===== config.mk =====
export PLATFORM = sky130hd
export DESIGN_NAME = controller_spi_rx
export DESIGN_NICKNAME = d
export VERILOG_FILES = /design/src/rtl/controller_pkg.sv /design/src/rtl/sync_edge_detect.sv /design/src/rtl/controller_spi_rx.sv
export SDC_FILE = /design/constraint.sdc
export NUM_CORES = 1
export LEC_CHECK = 0
export ABC_CLOCK_PERIOD_IN_PS = 3950
export BUFFER_PORTS_ARGS = -buffer_cell sky130_fd_sc_hd__buf_2
export CELL_PAD_IN_SITES_DETAIL_PLACEMENT = 1
export CELL_PAD_IN_SITES_GLOBAL_PLACEMENT = 2
export CORE_ASPECT_RATIO = 1.5
export CORE_UTILIZATION = 43
export CTS_CLUSTER_DIAMETER = 150
export DETAILED_ROUTE_END_ITERATION = 6
export GPL_ROUTABILITY_DRIVEN = 0
export PLACE_DENSITY = 0.81
export RECOVER_POWER = 100
export SLEW_MARGIN = 40
export SYNTH_ARGS = -nofsm -noshare
export SYNTH_HDL_FRONTEND = slang
export SYNTH_HIERARCHICAL = 1
export SYNTH_SLANG_ARGS = --single-unit

===== constraint.sdc =====
create_clock -name clk_in -period 3.95 [get_ports clk_in]
set_input_delay 0.395 -clock clk_in [delete_from_list [all_inputs] [get_ports clk_in]]
set_output_delay 0.395 -clock clk_in [all_outputs]
set_load 0.05 [all_outputs]

===== src/rtl/controller_pkg.sv =====
// rtl/controller_pkg.sv - shared types and constants for the hand controller link
package controller_pkg;

  localparam logic [7:0] CTRL_SYNC_BYTE  = 8'hA5;
  localparam logic [7:0] CTRL_JOY_CENTRE = 8'h80;

  typedef struct packed {
    logic [7:0] buttons;
    logic [7:0] joystick_x;
    logic [7:0] joystick_y;
  } controller_state_t;

  typedef enum logic [1:0] {
    HUNT,
    BTN,
    JX,
    JY
  } rx_state_t;

  function automatic logic [7:0] sat_inc8(input logic [7:0] value);
    return (value == 8'hFF) ? value : value + 8'd1;
  endfunction

endpackage


===== src/rtl/sync_edge_detect.sv =====
// rtl/sync_edge_detect.sv - multi-flop synchroniser with a registered rising-edge pulse
module sync_edge_detect #(
  parameter int STAGES = 2
) (
  input  logic clk_in,
  input  logic rst_in,
  input  logic sig_raw,
  output logic rise_out
);

  logic [STAGES-1:0] sync_q;
  logic              prev_q;

  // The pulse is registered, so it trails the synchronised level by one cycle.
  always_ff @(posedge clk_in or posedge rst_in) begin
    if (rst_in) begin
      sync_q   <= '0;
      prev_q   <= 1'b0;
      rise_out <= 1'b0;
    end else begin
      sync_q   <= {sync_q[STAGES-2:0], sig_raw};
      prev_q   <= sync_q[STAGES-1];
      rise_out <= sync_q[STAGES-1] & ~prev_q;
    end
  end

endmodule


===== src/rtl/controller_spi_rx.sv =====
// rtl/controller_spi_rx.sv - controller serial receiver, packet framer and snapshot publisher
module controller_spi_rx
  import controller_pkg::*;
#(
  parameter logic [7:0] SYNC_BYTE    = CTRL_SYNC_BYTE,
  parameter int         IDLE_TIMEOUT = 2000,
  parameter int         SYNC_STAGES  = 2
) (
  input  logic       clk_in,
  input  logic       rst_in,
  input  logic       chip_clk_raw,
  input  logic       chip_data_raw,
  output logic [7:0] buttons_out,
  output logic [7:0] joystick_x_out,
  output logic [7:0] joystick_y_out,
  output logic       valid_out,
  output logic [7:0] last_raw_byte_out,
  output logic [7:0] err_count_out
);

  localparam int                IDLE_W   = $clog2(IDLE_TIMEOUT + 1);
  localparam logic [IDLE_W-1:0] IDLE_MAX = IDLE_W'(IDLE_TIMEOUT);
  localparam logic [IDLE_W-1:0] IDLE_PRE = IDLE_W'(IDLE_TIMEOUT - 1);

  logic                 chip_rise;
  logic [SYNC_STAGES:0] data_q;
  logic                 data_bit;
  logic [7:0]           shift_reg;
  logic [2:0]           bit_cnt;
  logic [IDLE_W-1:0]    idle_cnt;
  logic [7:0]           btn_hold;
  logic [7:0]           jx_hold;
  logic [7:0]           err_count;
  controller_state_t    snap_q;
  rx_state_t            state;
  rx_state_t            state_next;

  logic [7:0] rx_byte;
  logic       byte_done;
  logic       timeout_hit;
  logic       abort;
  logic       hold_btn;
  logic       hold_jx;
  logic       commit;
  logic       sync_err;

  sync_edge_detect #(
    .STAGES(SYNC_STAGES)
  ) u_clk_sync (
    .clk_in  (clk_in),
    .rst_in  (rst_in),
    .sig_raw (chip_clk_raw),
    .rise_out(chip_rise)
  );

  // One extra flop on data matches the registered edge pulse on the clock line.
  assign data_bit    = data_q[SYNC_STAGES];
  assign rx_byte     = {shift_reg[6:0], data_bit};
  assign byte_done   = chip_rise && (bit_cnt == 3'd7);
  assign timeout_hit = !chip_rise && (idle_cnt == IDLE_PRE);
  assign abort       = timeout_hit && ((bit_cnt != 3'd0) || (state != HUNT));

  always_ff @(posedge clk_in or posedge rst_in) begin
    if (rst_in) begin
      state <= HUNT;
    end else begin
      state <= state_next;
    end
  end

  always_comb begin
    state_next = state;
    hold_btn   = 1'b0;
    hold_jx    = 1'b0;
    commit     = 1'b0;
    sync_err   = 1'b0;
    if (timeout_hit) begin
      state_next = HUNT;
    end else if (byte_done) begin
      case (state)
        HUNT: begin
          if (rx_byte == SYNC_BYTE) begin
            state_next = BTN;
          end else begin
            sync_err = 1'b1;
          end
        end
        BTN: begin
          hold_btn   = 1'b1;
          state_next = JX;
        end
        JX: begin
          hold_jx    = 1'b1;
          state_next = JY;
        end
        JY: begin
          commit     = 1'b1;
          state_next = HUNT;
        end
        default: state_next = HUNT;
      endcase
    end
  end

  always_ff @(posedge clk_in or posedge rst_in) begin
    if (rst_in) begin
      data_q            <= '0;
      shift_reg         <= 8'h00;
      bit_cnt           <= 3'd0;
      idle_cnt          <= '0;
      btn_hold          <= 8'h00;
      jx_hold           <= 8'h00;
      err_count         <= 8'h00;
      snap_q            <= '{buttons: 8'h00, joystick_x: CTRL_JOY_CENTRE, joystick_y: CTRL_JOY_CENTRE};
      valid_out         <= 1'b0;
      last_raw_byte_out <= 8'h00;
    end else begin
      data_q    <= {data_q[SYNC_STAGES-1:0], chip_data_raw};
      valid_out <= commit;

      if (chip_rise) begin
        shift_reg <= rx_byte;
        bit_cnt   <= bit_cnt + 3'd1;
        idle_cnt  <= '0;
        if (bit_cnt == 3'd7) begin
          last_raw_byte_out <= rx_byte;
        end
      end else begin
        if (idle_cnt != IDLE_MAX) begin
          idle_cnt <= idle_cnt + 1'b1;
        end
        if (timeout_hit) begin
          bit_cnt <= 3'd0;
        end
      end

      if (hold_btn) begin
        btn_hold <= rx_byte;
      end
      if (hold_jx) begin
        jx_hold <= rx_byte;
      end
      // All three fields land on one edge so the CPU never sees a torn snapshot.
      if (commit) begin
        snap_q <= '{buttons: btn_hold, joystick_x: jx_hold, joystick_y: rx_byte};
      end
      if (sync_err || abort) begin
        err_count <= sat_inc8(err_count);
      end
    end
  end

  assign buttons_out    = snap_q.buttons;
  assign joystick_x_out = snap_q.joystick_x;
  assign joystick_y_out = snap_q.joystick_y;
  assign err_count_out  = err_count;

endmodule


==> summary.md <==
| Metric | Value |
|---|---|
| CTS tree | done |
| Sink Count | 87 |
| Fmax | 352 MHz |
| DRT antenna net count | 0 |
| Final Cell Area | 0.00423 sq mm |
| Starting Density | 44.8% |
| Max-cap viol count | 1 |
| Worst EP arrival | 3070 ps |
| #FFs+latches synth | 87 |
| Core area | 0.00811 sq mm |
| VDD IR max | 0.277 mV |
| Vias in the first global route | 2,397 |
| Clock Tree Root | clkbuf_16 |
| Via density | 5.03 |
| GRT Resource Usage Total | 18.1% |
| Worst hold path class | in -> reg |
| Final setup viols | 0 |
| Max_slew headroom | -64.0% |
| Clock slew at reported path FFs | 70 ps |
| Detailed Routing Iterations Pass 1 | 4 |
| Largest Register | idle_cnt |
| Tmin final | 2840 ps |
| Vias | 2,182 |
| Crit share post-route | 72.0% |
| Status | complete, but fails checks |
| Total gr overflow | 0 |
| Nets@finish | 339 |
| Crit Path Category | reg -> reg |
| DR WL/cell | 16.1 um |
| Mapped Area | 0.00363 sq mm |
| RSZ-0062 raised after global routing | no |
| Asr flop ratio synth | 100% |
| Share of cells above drive strength 1 | 24.6% |
| Layout fillers | 887 |
| IO Pins | 45 |
| Core Rows | 40 |
| Die X | 77.1 um |
| Clock skew | 5.70 ps |
| Antenna diodes | 0 |
| Resized cells post-CTS | 0 |
| Tot Pwr | 2390 uW |
| First-pass GRT wire length | 12.0 mm |
| Worst-skew pair later-pin latency | 340 ps |
| Syn nets | 286 |
| Post-CTS setup buffer count | 0 |
| Die extent in y | 115 um |
| Count leader, synth | dfrtp_1 |
| Startpoint class of the critical path | register |
| Synthesis-to-finish area growth | 16.4% |
| Failing checks | capacitance limit, slew limit |
| Syn Inst Count | 271 |
| Routed wire length | 7.00 mm |
| Count of cell types in the netlist | 39 |
| Cts hold-fix bufs | 1 |
| DIE AREA | 0.00883 sq mm |
| TritonCTS buffer count | 9 |
| Sequential share of the synthesized area | 60.0% |
| Post-synth EDFFs | 0 |
| Fin. Hold Viols | 0 |
| Synth top area cells | dfrtp_1 (59%), mux2_2 (15%), ha_1 (3.8%) |
| Slew Limit Fails | 55 |
| CP Capture Type | register |
| Area share of the largest cell type after synthesis | 58.5% |
| Synth Area per Inst | 13.4 sq um |
| Total negative setup slack | 0 ps |
| Crit Path Max Fanout | 17 |
| Top cells by count, synth | dfrtp_1 (85), mux2_2 (48), nand2_1 (34) |
| Clock tree buffer depth | 2 |
| Cell accounting for the most synthesized area | dfrtp_1 |
| P_leak | 0.00208 uW |
| H-tree Lvls | 3 |
| Worst-Margin Slew | 2450 ps |
| Antenna violations before repair | 0 |
| Ys Warns | 6 |
| Post-synth top flop | dfrtp_1 |
| Largest net degree at the start of global routing | 55 |
| Max reg flops | 11 |
| Placed cell area | 0.00398 sq mm |
| DP HPWL | 4.71 mm |
| Port Buf Inserts | 44 |
| First DRT Iteration DRCs | 68 |
| Residual DRC | 0 |
| Worst path required time | 4170 ps |
| Cell area power density | 564 mW/mm^2 |
==> worst max-delay path, stage by stage (launching register included) <==
cell and delay [ps]:
dfrtp_1 400, ha_1 210, ha_1 190, and2_0 370, nand2_1 410, clkbuf_1 720, mux2_2 420
==> path summary, 6_finish.rpt <==
check / slack [ps] / endpoint / cells after the start / startpoint
worst max-delay path: 1110 / joystick_y_out[6] / 6 / bit_cnt[0]
worst min-delay path: 160 / u_clk_sync/sync_q[0] / 1 / chip_clk_raw
worst max register to register: 1110 / joystick_y_out[6] / 6 / bit_cnt[0]
worst min register to register: 350 / u_clk_sync/sync_q[1] / 0 / u_clk_sync/sync_q[0]
max in group asynchronous: 1380 / joystick_y_out[7] / 4 / rst_in
min in group asynchronous: 480 / u_clk_sync/prev_q / 3 / rst_in
==> per-layer routing <==
layer  vias up  global-route usage (%)  routed length (um)
met5         -                       0                   0
li1       1033                       -                   -
met1      1108                    21.8                2990
met2        32                    30.5                3640
met3         9                    4.86                 237
met4         0                    7.92                 129
==> cell usage in the layout (no fill, tap or decap), drive strengths merged, types with 3 or more instances in the layout <==
| cell type | synthesis | layout |
|---|---|---|
| xnor2 | 6 | 6 |
| mux2 | 51 | 51 |
| xor2 | 4 | 4 |
| inv | 10 | 11 |
| clkinv | 0 | 3 |
| nand4 | 5 | 5 |
| nand2 | 36 | 36 |
| mux2i | 3 | 3 |
| dfrtp | 85 | 85 |
| clkbuf | 3 | 53 |
| nand3 | 7 | 7 |
| buf | 3 | 3 |
| nor2 | 15 | 15 |
| ha | 11 | 11 |
| and3 | 4 | 4 |
| a21oi | 5 | 5 |
==> area by class of cell <==
class	instances	area [sq um]	share of cell area, %
clock buffer	9	225	5.32
clock inverter	7	103	2.43
inverter	10	38.8	0.917
multi-input combinational	168	1360	32.2
sequential	87	2180	51.5
tap	105	131	3.11
timing repair buffer	48	193	4.55
==> stage by stage <==
stage	worst slack [ps]	std cells	util (%)	hold WS [ps]
floorplan	1420	271	-	161
global placement	1600	417	49.0	295
detailed placement	1520	417	49.1	322
CTS	1490	434	53.2	143
global route	844	434	52.2	136
finish	1110	434	52.2	157
==> kinds of logic after synthesis <==
group	after synthesis	synth area share, %
flops	87	60.0
simple gates	82	12.4
mux	54	16.9
buf+inv	16	2.03
compound gates	11	2.51
fa+ha+maj	11	3.79
xor+xnor	10	2.41
==> where the power goes <==
| group | internal, uW | switching [uW] |
|---|---|---|
| Combinational | 109 | 253 |
| Clock | 561 | 360 |
| Sequential | 988 | 114 |
(Power assumes the default switching activity.)
